[src/rtl/cpu_pkg.sv]
// Shared CPU constants and types for the writeback path.
package cpu_pkg;
    localparam int XLEN          = 32;
    localparam int REG_W         = 5;
    localparam int WB_FIFO_DEPTH = 4;

    typedef logic [REG_W-1:0] reg_idx_t;

    typedef enum logic [1:0] {
        SEL_NONE,
        SEL_PIPE,
        SEL_FIFO
    } wb_sel_e;
endpackage

[src/rtl/wb_arbiter_if.sv]
// Bus bundle between the writeback arbiter and its pipeline/long-latency clients.
interface wb_arbiter_if
    import cpu_pkg::*;
#(
    parameter int XLEN = cpu_pkg::XLEN
);
    logic            pipe_wr;
    reg_idx_t        pipe_rd;
    logic [XLEN-1:0] pipe_wd;
    logic            lu_valid;
    reg_idx_t        lu_rd;
    logic [XLEN-1:0] lu_wd;
    logic            lu_ready;
    reg_idx_t        q_rs1;
    reg_idx_t        q_rs2;
    logic            q_hit1;
    logic            q_hit2;
    logic            RFWr;
    reg_idx_t        wregnum;
    logic [XLEN-1:0] WD;

    modport slave (
        input  pipe_wr, pipe_rd, pipe_wd, lu_valid, lu_rd, lu_wd, q_rs1, q_rs2,
        output lu_ready, q_hit1, q_hit2, RFWr, wregnum, WD
    );

    modport master (
        output pipe_wr, pipe_rd, pipe_wd, lu_valid, lu_rd, lu_wd, q_rs1, q_rs2,
        input  lu_ready, q_hit1, q_hit2, RFWr, wregnum, WD
    );
endinterface

[src/rtl/wb_fifo.sv]
// Long-latency result buffer: circular storage with per-entry live bits,
// kill-by-destination and combinational destination match queries.
module wb_fifo
    import cpu_pkg::*;
#(
    parameter int XLEN  = cpu_pkg::XLEN,
    parameter int DEPTH = cpu_pkg::WB_FIFO_DEPTH,
    localparam int PW   = $clog2(DEPTH),
    localparam int CW   = PW + 1
) (
    input  logic            clk,
    input  logic            rst,
    input  logic            i_push,
    input  reg_idx_t        i_push_rd,
    input  logic [XLEN-1:0] i_push_wd,
    input  logic            i_pop,
    input  logic            i_kill,
    input  reg_idx_t        i_kill_rd,
    input  reg_idx_t        i_q_rs1,
    input  reg_idx_t        i_q_rs2,
    output reg_idx_t        o_head_rd,
    output logic [XLEN-1:0] o_head_wd,
    output logic            o_head_live,
    output logic [CW-1:0]   o_count,
    output logic            o_match1,
    output logic            o_match2
);
    reg_idx_t        r_rd [DEPTH];
    logic [XLEN-1:0] r_wd [DEPTH];
    logic [DEPTH-1:0] r_live;
    logic [PW-1:0]   r_wptr;
    logic [PW-1:0]   r_rptr;
    logic [CW-1:0]   r_count;

    logic w_push_live;

    // An entry enqueued alongside a killing pipeline write is born dead.
    assign w_push_live = (i_push_rd != '0) && !(i_kill && (i_push_rd == i_kill_rd));

    always_ff @(posedge clk or posedge rst) begin
        if (rst) begin
            r_live  <= '0;
            r_wptr  <= '0;
            r_rptr  <= '0;
            r_count <= '0;
        end else begin
            for (int i = 0; i < DEPTH; i++) begin
                if (i_kill && (r_rd[i] == i_kill_rd)) r_live[i] <= 1'b0;
            end
            if (i_pop) begin
                r_live[r_rptr] <= 1'b0;
                r_rptr         <= r_rptr + PW'(1);
            end
            if (i_push) begin
                r_live[r_wptr] <= w_push_live;
                r_wptr         <= r_wptr + PW'(1);
            end
            if (i_push && !i_pop)      r_count <= r_count + CW'(1);
            else if (!i_push && i_pop) r_count <= r_count - CW'(1);
        end
    end

    always_ff @(posedge clk) begin
        if (i_push) begin
            r_rd[r_wptr] <= i_push_rd;
            r_wd[r_wptr] <= i_push_wd;
        end
    end

    always_comb begin
        o_match1 = 1'b0;
        o_match2 = 1'b0;
        for (int i = 0; i < DEPTH; i++) begin
            if (r_live[i] && (r_rd[i] == i_q_rs1)) o_match1 = 1'b1;
            if (r_live[i] && (r_rd[i] == i_q_rs2)) o_match2 = 1'b1;
        end
    end

    assign o_head_rd   = r_rd[r_rptr];
    assign o_head_wd   = r_wd[r_rptr];
    assign o_head_live = r_live[r_rptr];
    assign o_count     = r_count;
endmodule

[src/rtl/wb_arbiter.sv]
// Register-file writeback arbiter: the main pipeline always wins, buffered
// long-latency results drain in order when the pipeline is idle.
module wb_arbiter
    import cpu_pkg::*;
#(
    parameter int XLEN       = cpu_pkg::XLEN,
    parameter int FIFO_DEPTH = cpu_pkg::WB_FIFO_DEPTH,
    localparam int CW        = $clog2(FIFO_DEPTH) + 1
) (
    input  logic             clk,
    input  logic             rst,
    wb_arbiter_if.slave      bus
);
    logic            r_rfwr;
    reg_idx_t        r_wregnum;
    logic [XLEN-1:0] r_wd;

    logic            w_lu_ready;
    logic            w_accept;
    logic            w_pop;
    logic            w_kill;
    wb_sel_e         w_sel;
    reg_idx_t        w_head_rd;
    logic [XLEN-1:0] w_head_wd;
    logic            w_head_live;
    logic [CW-1:0]   w_count;
    logic            w_match1;
    logic            w_match2;

    assign w_lu_ready = !rst && (w_count < CW'(FIFO_DEPTH));
    assign w_accept   = bus.lu_valid && w_lu_ready;
    assign w_pop      = !bus.pipe_wr && (w_count != '0);
    assign w_kill     = bus.pipe_wr && (bus.pipe_rd != '0);

    always_comb begin
        w_sel = SEL_NONE;
        if (bus.pipe_wr)  w_sel = SEL_PIPE;
        else if (w_pop)   w_sel = SEL_FIFO;
    end

    wb_fifo #(
        .XLEN  (XLEN),
        .DEPTH (FIFO_DEPTH)
    ) u_fifo (
        .clk         (clk),
        .rst         (rst),
        .i_push      (w_accept),
        .i_push_rd   (bus.lu_rd),
        .i_push_wd   (bus.lu_wd),
        .i_pop       (w_pop),
        .i_kill      (w_kill),
        .i_kill_rd   (bus.pipe_rd),
        .i_q_rs1     (bus.q_rs1),
        .i_q_rs2     (bus.q_rs2),
        .o_head_rd   (w_head_rd),
        .o_head_wd   (w_head_wd),
        .o_head_live (w_head_live),
        .o_count     (w_count),
        .o_match1    (w_match1),
        .o_match2    (w_match2)
    );

    // wregnum/WD only move on a real write so they hold their last value otherwise.
    always_ff @(posedge clk or posedge rst) begin
        if (rst) begin
            r_rfwr    <= 1'b0;
            r_wregnum <= '0;
            r_wd      <= '0;
        end else begin
            case (w_sel)
                SEL_PIPE: begin
                    r_rfwr <= (bus.pipe_rd != '0);
                    if (bus.pipe_rd != '0) begin
                        r_wregnum <= bus.pipe_rd;
                        r_wd      <= bus.pipe_wd;
                    end
                end
                SEL_FIFO: begin
                    r_rfwr <= w_head_live;
                    if (w_head_live) begin
                        r_wregnum <= w_head_rd;
                        r_wd      <= w_head_wd;
                    end
                end
                default: r_rfwr <= 1'b0;
            endcase
        end
    end

    assign bus.lu_ready = w_lu_ready;
    assign bus.RFWr     = r_rfwr;
    assign bus.wregnum  = r_wregnum;
    assign bus.WD       = r_wd;
    assign bus.q_hit1   = (bus.q_rs1 != '0) && (w_match1 || (r_rfwr && (r_wregnum == bus.q_rs1)));
    assign bus.q_hit2   = (bus.q_rs2 != '0) && (w_match2 || (r_rfwr && (r_wregnum == bus.q_rs2)));
endmodule

[src/flat_wrapper.sv]
// flat-port wrapper written by rule: the top's interface ports become plain ports
module wb_arbiter_flat import cpu_pkg::*;
#(
    parameter int XLEN       = cpu_pkg::XLEN,
    parameter int FIFO_DEPTH = cpu_pkg::WB_FIFO_DEPTH,
    localparam int CW        = $clog2(FIFO_DEPTH) + 1
)
  (clk, rst, bus_pipe_wr, bus_pipe_rd, bus_pipe_wd, bus_lu_valid, bus_lu_rd, bus_lu_wd, bus_q_rs1, bus_q_rs2, bus_lu_ready, bus_q_hit1, bus_q_hit2, bus_RFWr, bus_wregnum, bus_WD);
  wb_arbiter_if #(.XLEN(XLEN)) bus_i ();
  input  logic clk;
  input  logic rst;
  input wire logic [$bits(bus_i.pipe_wr)-1:0] bus_pipe_wr;
  input wire logic [$bits(bus_i.pipe_rd)-1:0] bus_pipe_rd;
  input wire logic [$bits(bus_i.pipe_wd)-1:0] bus_pipe_wd;
  input wire logic [$bits(bus_i.lu_valid)-1:0] bus_lu_valid;
  input wire logic [$bits(bus_i.lu_rd)-1:0] bus_lu_rd;
  input wire logic [$bits(bus_i.lu_wd)-1:0] bus_lu_wd;
  input wire logic [$bits(bus_i.q_rs1)-1:0] bus_q_rs1;
  input wire logic [$bits(bus_i.q_rs2)-1:0] bus_q_rs2;
  output wire logic [$bits(bus_i.lu_ready)-1:0] bus_lu_ready;
  output wire logic [$bits(bus_i.q_hit1)-1:0] bus_q_hit1;
  output wire logic [$bits(bus_i.q_hit2)-1:0] bus_q_hit2;
  output wire logic [$bits(bus_i.RFWr)-1:0] bus_RFWr;
  output wire logic [$bits(bus_i.wregnum)-1:0] bus_wregnum;
  output wire logic [$bits(bus_i.WD)-1:0] bus_WD;
  assign bus_i.pipe_wr = bus_pipe_wr;
  assign bus_i.pipe_rd = bus_pipe_rd;
  assign bus_i.pipe_wd = bus_pipe_wd;
  assign bus_i.lu_valid = bus_lu_valid;
  assign bus_i.lu_rd = bus_lu_rd;
  assign bus_i.lu_wd = bus_lu_wd;
  assign bus_i.q_rs1 = bus_q_rs1;
  assign bus_i.q_rs2 = bus_q_rs2;
  assign bus_lu_ready = bus_i.lu_ready;
  assign bus_q_hit1 = bus_i.q_hit1;
  assign bus_q_hit2 = bus_i.q_hit2;
  assign bus_RFWr = bus_i.RFWr;
  assign bus_wregnum = bus_i.wregnum;
  assign bus_WD = bus_i.WD;
  wb_arbiter #(.XLEN(XLEN), .FIFO_DEPTH(FIFO_DEPTH)) u_core (.clk(clk), .rst(rst), .bus(bus_i));
endmodule
[config.mk]
export PLATFORM = sky130hd
export DESIGN_NAME = wb_arbiter_flat
export DESIGN_NICKNAME = d
export VERILOG_FILES = /design/src/rtl/cpu_pkg.sv /design/src/rtl/wb_arbiter_if.sv /design/src/rtl/wb_fifo.sv /design/src/rtl/wb_arbiter.sv /design/src/flat_wrapper.sv
export SDC_FILE = /design/constraint.sdc
export NUM_CORES = 1
export LEC_CHECK = 0
export ABC_AREA = 1
export BUFFER_PORTS_ARGS = -buffer_cell sky130_fd_sc_hd__buf_4
export CAP_MARGIN = 20
export CORE_MARGIN = 4
export CORE_UTILIZATION = 40
export CTS_CLUSTER_SIZE = 8
export DETAILED_ROUTE_END_ITERATION = 8
export PLACE_DENSITY = 0.59
export SLEW_MARGIN = 5
export SYNTH_ARGS = -nofsm -noshare
export SYNTH_HDL_FRONTEND = slang
export SYNTH_SLANG_ARGS = --single-unit
[constraint.sdc]
create_clock -name clk -period 5.9 [get_ports clk]
set_input_delay 0.59 -clock clk [delete_from_list [all_inputs] [get_ports clk]]
set_output_delay 0.59 -clock clk [all_outputs]
set_load 0.02 [all_outputs]
# After elaboration in Yosys (flattened, before gate mapping)
# Memory sizes are Yosys's and may differ from the RTL's.
# Cells that the tools add are included.
dict set report totals {
  ff_bits 49
  ramBits 148
  memories 2
  elab_cells 114
  in_bits 88
}
# name words width read_ports rd_clocked_by_memory_dff wr line
set mem_list {}
lappend mem_list {u_core.u_fifo.r_wd 4 32 1 0 1 wb_fifo.sv:29} ;# logic [XLEN-1:0] r_wd [DEPTH];
lappend mem_list {u_core.u_fifo.r_rd 4 5 5 0 1 wb_fifo.sv:28} ;# reg_idx_t r_rd [DEPTH];
dict set report op_classes {
  n_lt_le_gt_ge 5
  n_reduce_logical 41
  n_eq_ne 19
  bitwise_logic 2
  addsub 4
  mux 34
}
# op count
set op_table {}
lappend op_table {{$eq 5x5->1} 15}
lappend op_table {{$mux 32} 2}
lappend op_table {{$pmux 32 s2} 1}
lappend op_table {{$logic_and 1x1->1} 26}
lappend op_table {{$reduce_bool 5->1} 4}
lappend op_table {{$mux 1} 17}
lappend op_table {{$mux 5} 2}
lappend op_table {{$pmux 5 s2} 1}
lappend op_table {{$mux 4} 2}
lappend op_table {{$lt 2x3->1 const B} 2}
lappend op_table {{$mux 3} 2}
lappend op_table {{$logic_not 1->1} 5}
lappend op_table {{$add 2x1->2 const B} 2}
lappend op_table {{$and 4x4->4} 1}
lappend op_table {{$bwmux 4} 1}
lappend op_table {{$demux 1 s2} 2}
lappend op_table {{$ge 2x1->1 const B} 2}
lappend op_table {{$mux 2} 2}
lappend op_table {{$ne 2x1->1 const B} 2}
lappend op_table {{$not 4->4} 1}
lappend op_table {{$reduce_bool 2->1} 2}
lappend op_table {{$add 3x1->3 const B} 1}
lappend op_table {{$lt 3x3->1 const B} 1}
lappend op_table {{$reduce_and 3->1} 1}
lappend op_table {{7 further kinds} 8}

# Depth between registers and ports, before layout
dict set report logic_depth {
  word_depth 9
  depth_mapped 11
}

# Hierarchy
# A second synthesis with hierarchy kept.
dict set report hier_totals {
  cells_unflattened 1060
  hier_area_um2 9501.6
}
# module cells_each n_inst seq_area_each_um2 area_each_um2
set by_module_without_submodules {}
lappend by_module_without_submodules {wb_fifo 707 1 4719.5 7208.2}
lappend by_module_without_submodules {wb_arbiter 353 1 950.9 2293.4}

# Least setup slack after synthesis
# No wires, ideal clock.
dict set report synth_timing {
  path_kind {input port to flip-flop}
  startpoint {input rst}
  endpoint {memory u_core.u_fifo.r_rd[0][0] (netlist bit) (enable)}
  path_stages 3
  required_time_ps 5467
  path_slack_ps 2643
  setup_time_ps 433
  path_buffers 0
  t_arrival_ps 2824
  cell_sequence {nor2_1 -> nand2_1 -> nor2_1}
}
dict set report synth_between {
  elab_chain_cells 5
}
# item line
set synth_lines {}
lappend synth_lines {{from (decl)} flat_wrapper.sv:11} ;# input logic rst;
lappend synth_lines {{$logic_not 1->1 (no source line)} n/a}
lappend synth_lines {{$logic_and 1x1->1} wb_arbiter.sv:30} ;# assign w_lu_ready = !rst && (w_count < CW'(FIFO_DEPTH));
lappend synth_lines {{$logic_and 1x1->1} wb_arbiter.sv:31} ;# assign w_accept = bus.lu_valid && w_lu_ready;
lappend synth_lines {{$mux 1} wb_fifo.sv:64} ;# if (i_push) begin
lappend synth_lines {{$mux 1 (not written as such)} wb_fifo.sv:65} ;# r_rd[r_wptr] <= i_push_rd;
lappend synth_lines {{to (decl)} wb_fifo.sv:28}
# No other way between the ends.

# Worst setup path after layout
dict set report layout_timing {
  startpoint {register u_core.u_fifo.r_rptr[1]}
  endpoint {register u_core.r_wd[4], in the netlist u_core.bus.WD[4]}
}
dict set report layout_between {
  elab_chain_cells 4
}
# item line
set layout_lines {}
lappend layout_lines {{from (decl)} wb_fifo.sv:32} ;# logic [PW-1:0] r_rptr;
lappend layout_lines {{from (signal assigned)} wb_fifo.sv:52} ;# r_rptr <= r_rptr + PW'(1);
lappend layout_lines {{$bmux 1 s2} wb_fifo.sv:81} ;# assign o_head_live = r_live[r_rptr];
lappend layout_lines {{$mux 1 (not written as such)} wb_fifo.sv:81}
lappend layout_lines {{$ne 2x1->1 (no source line)} n/a}
lappend layout_lines {{$reduce_and 3->1 (no source line)} n/a}
lappend layout_lines {{to (signal assigned)} wb_arbiter.sv:75} ;# r_wd <= bus.pipe_wd;
lappend layout_lines {{to (signal assigned)} wb_arbiter.sv:82} ;# r_wd <= w_head_wd;
lappend layout_lines {{to (decl)} wb_arbiter.sv:16} ;# logic [XLEN-1:0] r_wd;
# Parallel ways exist; a longest one is shown, timed or not. The select of a mux whose other input is x is not followed.
# A chain may end at the register's enable or synchronous reset.

==> qor.csv <==
metric,value,unit
CP endpoint kind,flip-flop,
Die Wd,161,µm
drt initial violations,583,
Final Instance Area,11100,µm²
antenna-violating nets left,0,
synthesis-to-finish area growth,18.4,%
vias in the first global route,7042,
CP max FO,41,
CTS H-tree depth,4,
cell taking the most area after synthesis,edfxtp_1,
WS Path Type,flip-flop to flip-flop,
Fmax,0.314,GHz
Final period util,54.0,%
clk slew on worst S/H paths,0.07,ns
Yosys reg bits,197,
Required @ worst endpoint,6.21,ns
Worst VDD drop,0.223,mV
antenna violations before repair,0,
Pwr Total,4.73,mW
met3 GRT Util,3.27,%
synth warn,0,
Port Buffer Count,128,
largest family of logic cells by synthesized area,simple AND/OR/NAND/NOR gates,
Fin Clk Skew,0.0144,ns
fin crit period,3.19,ns
Slew HR,35.5,%
layout cell share with drive strength beyond 1,15.8,%
Post-Synth Adder-Cell Area,1.41,%
TritonRoute pass-1 iters,5,
Async SR Flop Fraction,24.9,%
latest clock arrival within the worst-skew pair,0.43,ns
CP Launch Type,flip-flop,
Worst EP arrival,3.49,ns
final hold slack,0.194,ns
Syn Inst Count,1021,
PostCTS Resize Cnt,0,
HPWL Detailed,16100,µm
DR WL/cell,17.2,µm
GRT overflow,0,
static leakage,4.91,nW
Synth Area in Simple Gates,27.1,%
most frequent cell after synthesis,nand2_1,
GRT met2 Usage,30.7,%
GRT Max-Usage Layer,met2,
setup repair after global routing missed its margin,no,
XOR/XNOR Fraction of Synth Area,2.42,%
DR DRC count,0,
Worst-Margin Slew,0.968,ns
mux cell area share after synthesis,0.120,%
Ports,129,
core area,22900,µm²
"Setup Fix Bufs, Post-CTS",0,
status,finished clean,
clk sink count,197,
"Avg Cell Area, Syn",9.21,µm²
CTS Buffer Depth,2,
number of synthesized flops with an enable pin,148,
Commonest cells post-synth,"392 x nand2_1, 162 x nand3_1, 148 x edfxtp_1",
P per Cell Area,425,nW/µm²
met1 global-route usage,27.2,%
largest net degree at the start of global routing,90,
ys flop type,edfxtp_1,
CTS tree,built,
Setup TNS,0,ns
"Setup violations, final",0,
max cap viols,0,
Netlist cell types,26,
initial cell density of the core,41.0,%
Min-Delay Path Class,input port to async pin,
row cnt,55,
ant diodes,0,
Max Transition Viols Final,0,
register area share after synthesis,60.3,%
clock root buffer,clkbuf_16,
Global Route Usage Sum,19.2,%
DP Area,10600,µm²
Syn Nets,1119,
Fillers,2187,
Synth Area in Compound Gates,3.26,%
total number of vias,7218,
Mapped Area,9410,µm²
Synth area leaders,"edfxtp_1 47%, nand2_1 16%, dfrtp_1 13%, nand3_1 8.6%, xor2_1 2.2%",
final hold violations,0,
top cell type's share of synthesized area,47.2,%
CTS buffer count,17,
Routed WL,24900,µm
Die H,161,µm
DR vias/cell,4.98,
full die area,26000,µm²
first-pass GRT wire length,39200,µm
final net count,1222,
Routability Congestion,0.899,
CTS Hold Bufs,0,
## critical path: stages, from the launching register on
cell and delay [ns]:
dfrtp_2 1.00, clkinv_1 0.22, o21ai_1 0.13, o22ai_1 0.09
nand2_2 0.60, nand2_2 0.69, nand2_1 0.25, nand2_1 0.07
## where the power goes
group / internal [mW] / switching [mW] / leakage [nW]
combinational: 0.584 / 1.07 / 2.70
sequential: 1.74 / 0.230 / 1.94
clock: 0.633 / 0.480 / 0.268
total: 2.95 / 1.78 / 4.91
## sequential cells by signal (all words and copies together), names as in the netlist
| signal | cells |
|---|---|
| u_core.bus.WD | 32 |
| u_core.u_fifo.r_wd | 128 |
| u_core.u_fifo.r_wptr | 2 |
| u_core.bus.wregnum | 5 |
| u_core.u_fifo.o_count | 3 |
| u_core.u_fifo.r_rptr | 2 |
| u_core.bus.RFWr | 1 |
| u_core.u_fifo.r_live | 4 |
| u_core.u_fifo.r_rd | 20 |
## per-layer routing
layer  routed length, µm  vias up
li1                    -     3575
met1               11700     3424
met2               11700      194
met3                1140       25
met4                 348        0
met5                   0        -
## per-stage QoR
step	std cells	setup WS, ns	util, %
4_1_cts	1448	2.69	48.5
5_1_grt	1449	2.33	48.6
2_1_floorplan	1021	2.64	-
3_5_place_dp	1417	2.72	46.1
3_3_place_gp	1417	2.81	46.1
6_report	1449	2.71	48.6
## cells by family (layout without fill, tap and decap cells)
logic type	count (synthesis)	after routing
AND/OR/NAND/NOR	618	618
flip-flops	197	197
buffers and inverters	108	223
multiplexers	1	1
AO/OA/AOI/OAI	61	61
adder cells (fa/ha/maj)	10	10
XOR/XNOR	26	26
## final cells by class
cell class | count | area [µm²] | area share, %
clock buffers | 22 | 454 | 4.08
clock inverters | 9 | 106 | 0.955
inverters | 55 | 206 | 1.85
multi-input cells | 716 | 3270 | 29.3
flip-flops and latches | 197 | 5670 | 50.9
well taps | 313 | 392 | 3.52
repair buffers | 137 | 1040 | 9.35
## cells in the final DEF, fill, tap and decap left out, drive strengths merged
cell / count
a21oi: 21
buf: 137
bufinv: 2
clkbuf: 22
clkinv: 5
clkinvlp: 2
dfrtp: 49
edfxtp: 148
fa: 1
ha: 9
inv: 55
mux2: 1
nand2: 392
nand3: 162
nand4: 2
nor2: 54
nor3: 8
o21ai: 39
o22ai: 1
xnor2: 2
xor2: 24
## path summary, 6_finish.rpt
path / startpoint / end / slack (ns) / cells past startpoint
max: u_core.u_fifo.r_rptr[1] / u_core.bus.WD[4] / 2.71 / 7
min: rst / u_core.bus.WD[26] / 0.19 / 2
max reg2reg: u_core.u_fifo.r_rptr[1] / u_core.bus.WD[4] / 2.71 / 7
min reg2reg: u_core.bus.WD[10] / u_core.bus.WD[10] / 0.51 / 2
max in group asynchronous: rst / u_core.u_fifo.r_rptr[1] / 5.14 / 3
min in group clk: bus_lu_wd[6] / u_core.u_fifo.r_wd[3][6] / 0.36 / 1
Note: power is estimated with default switching activity, not from simulation.
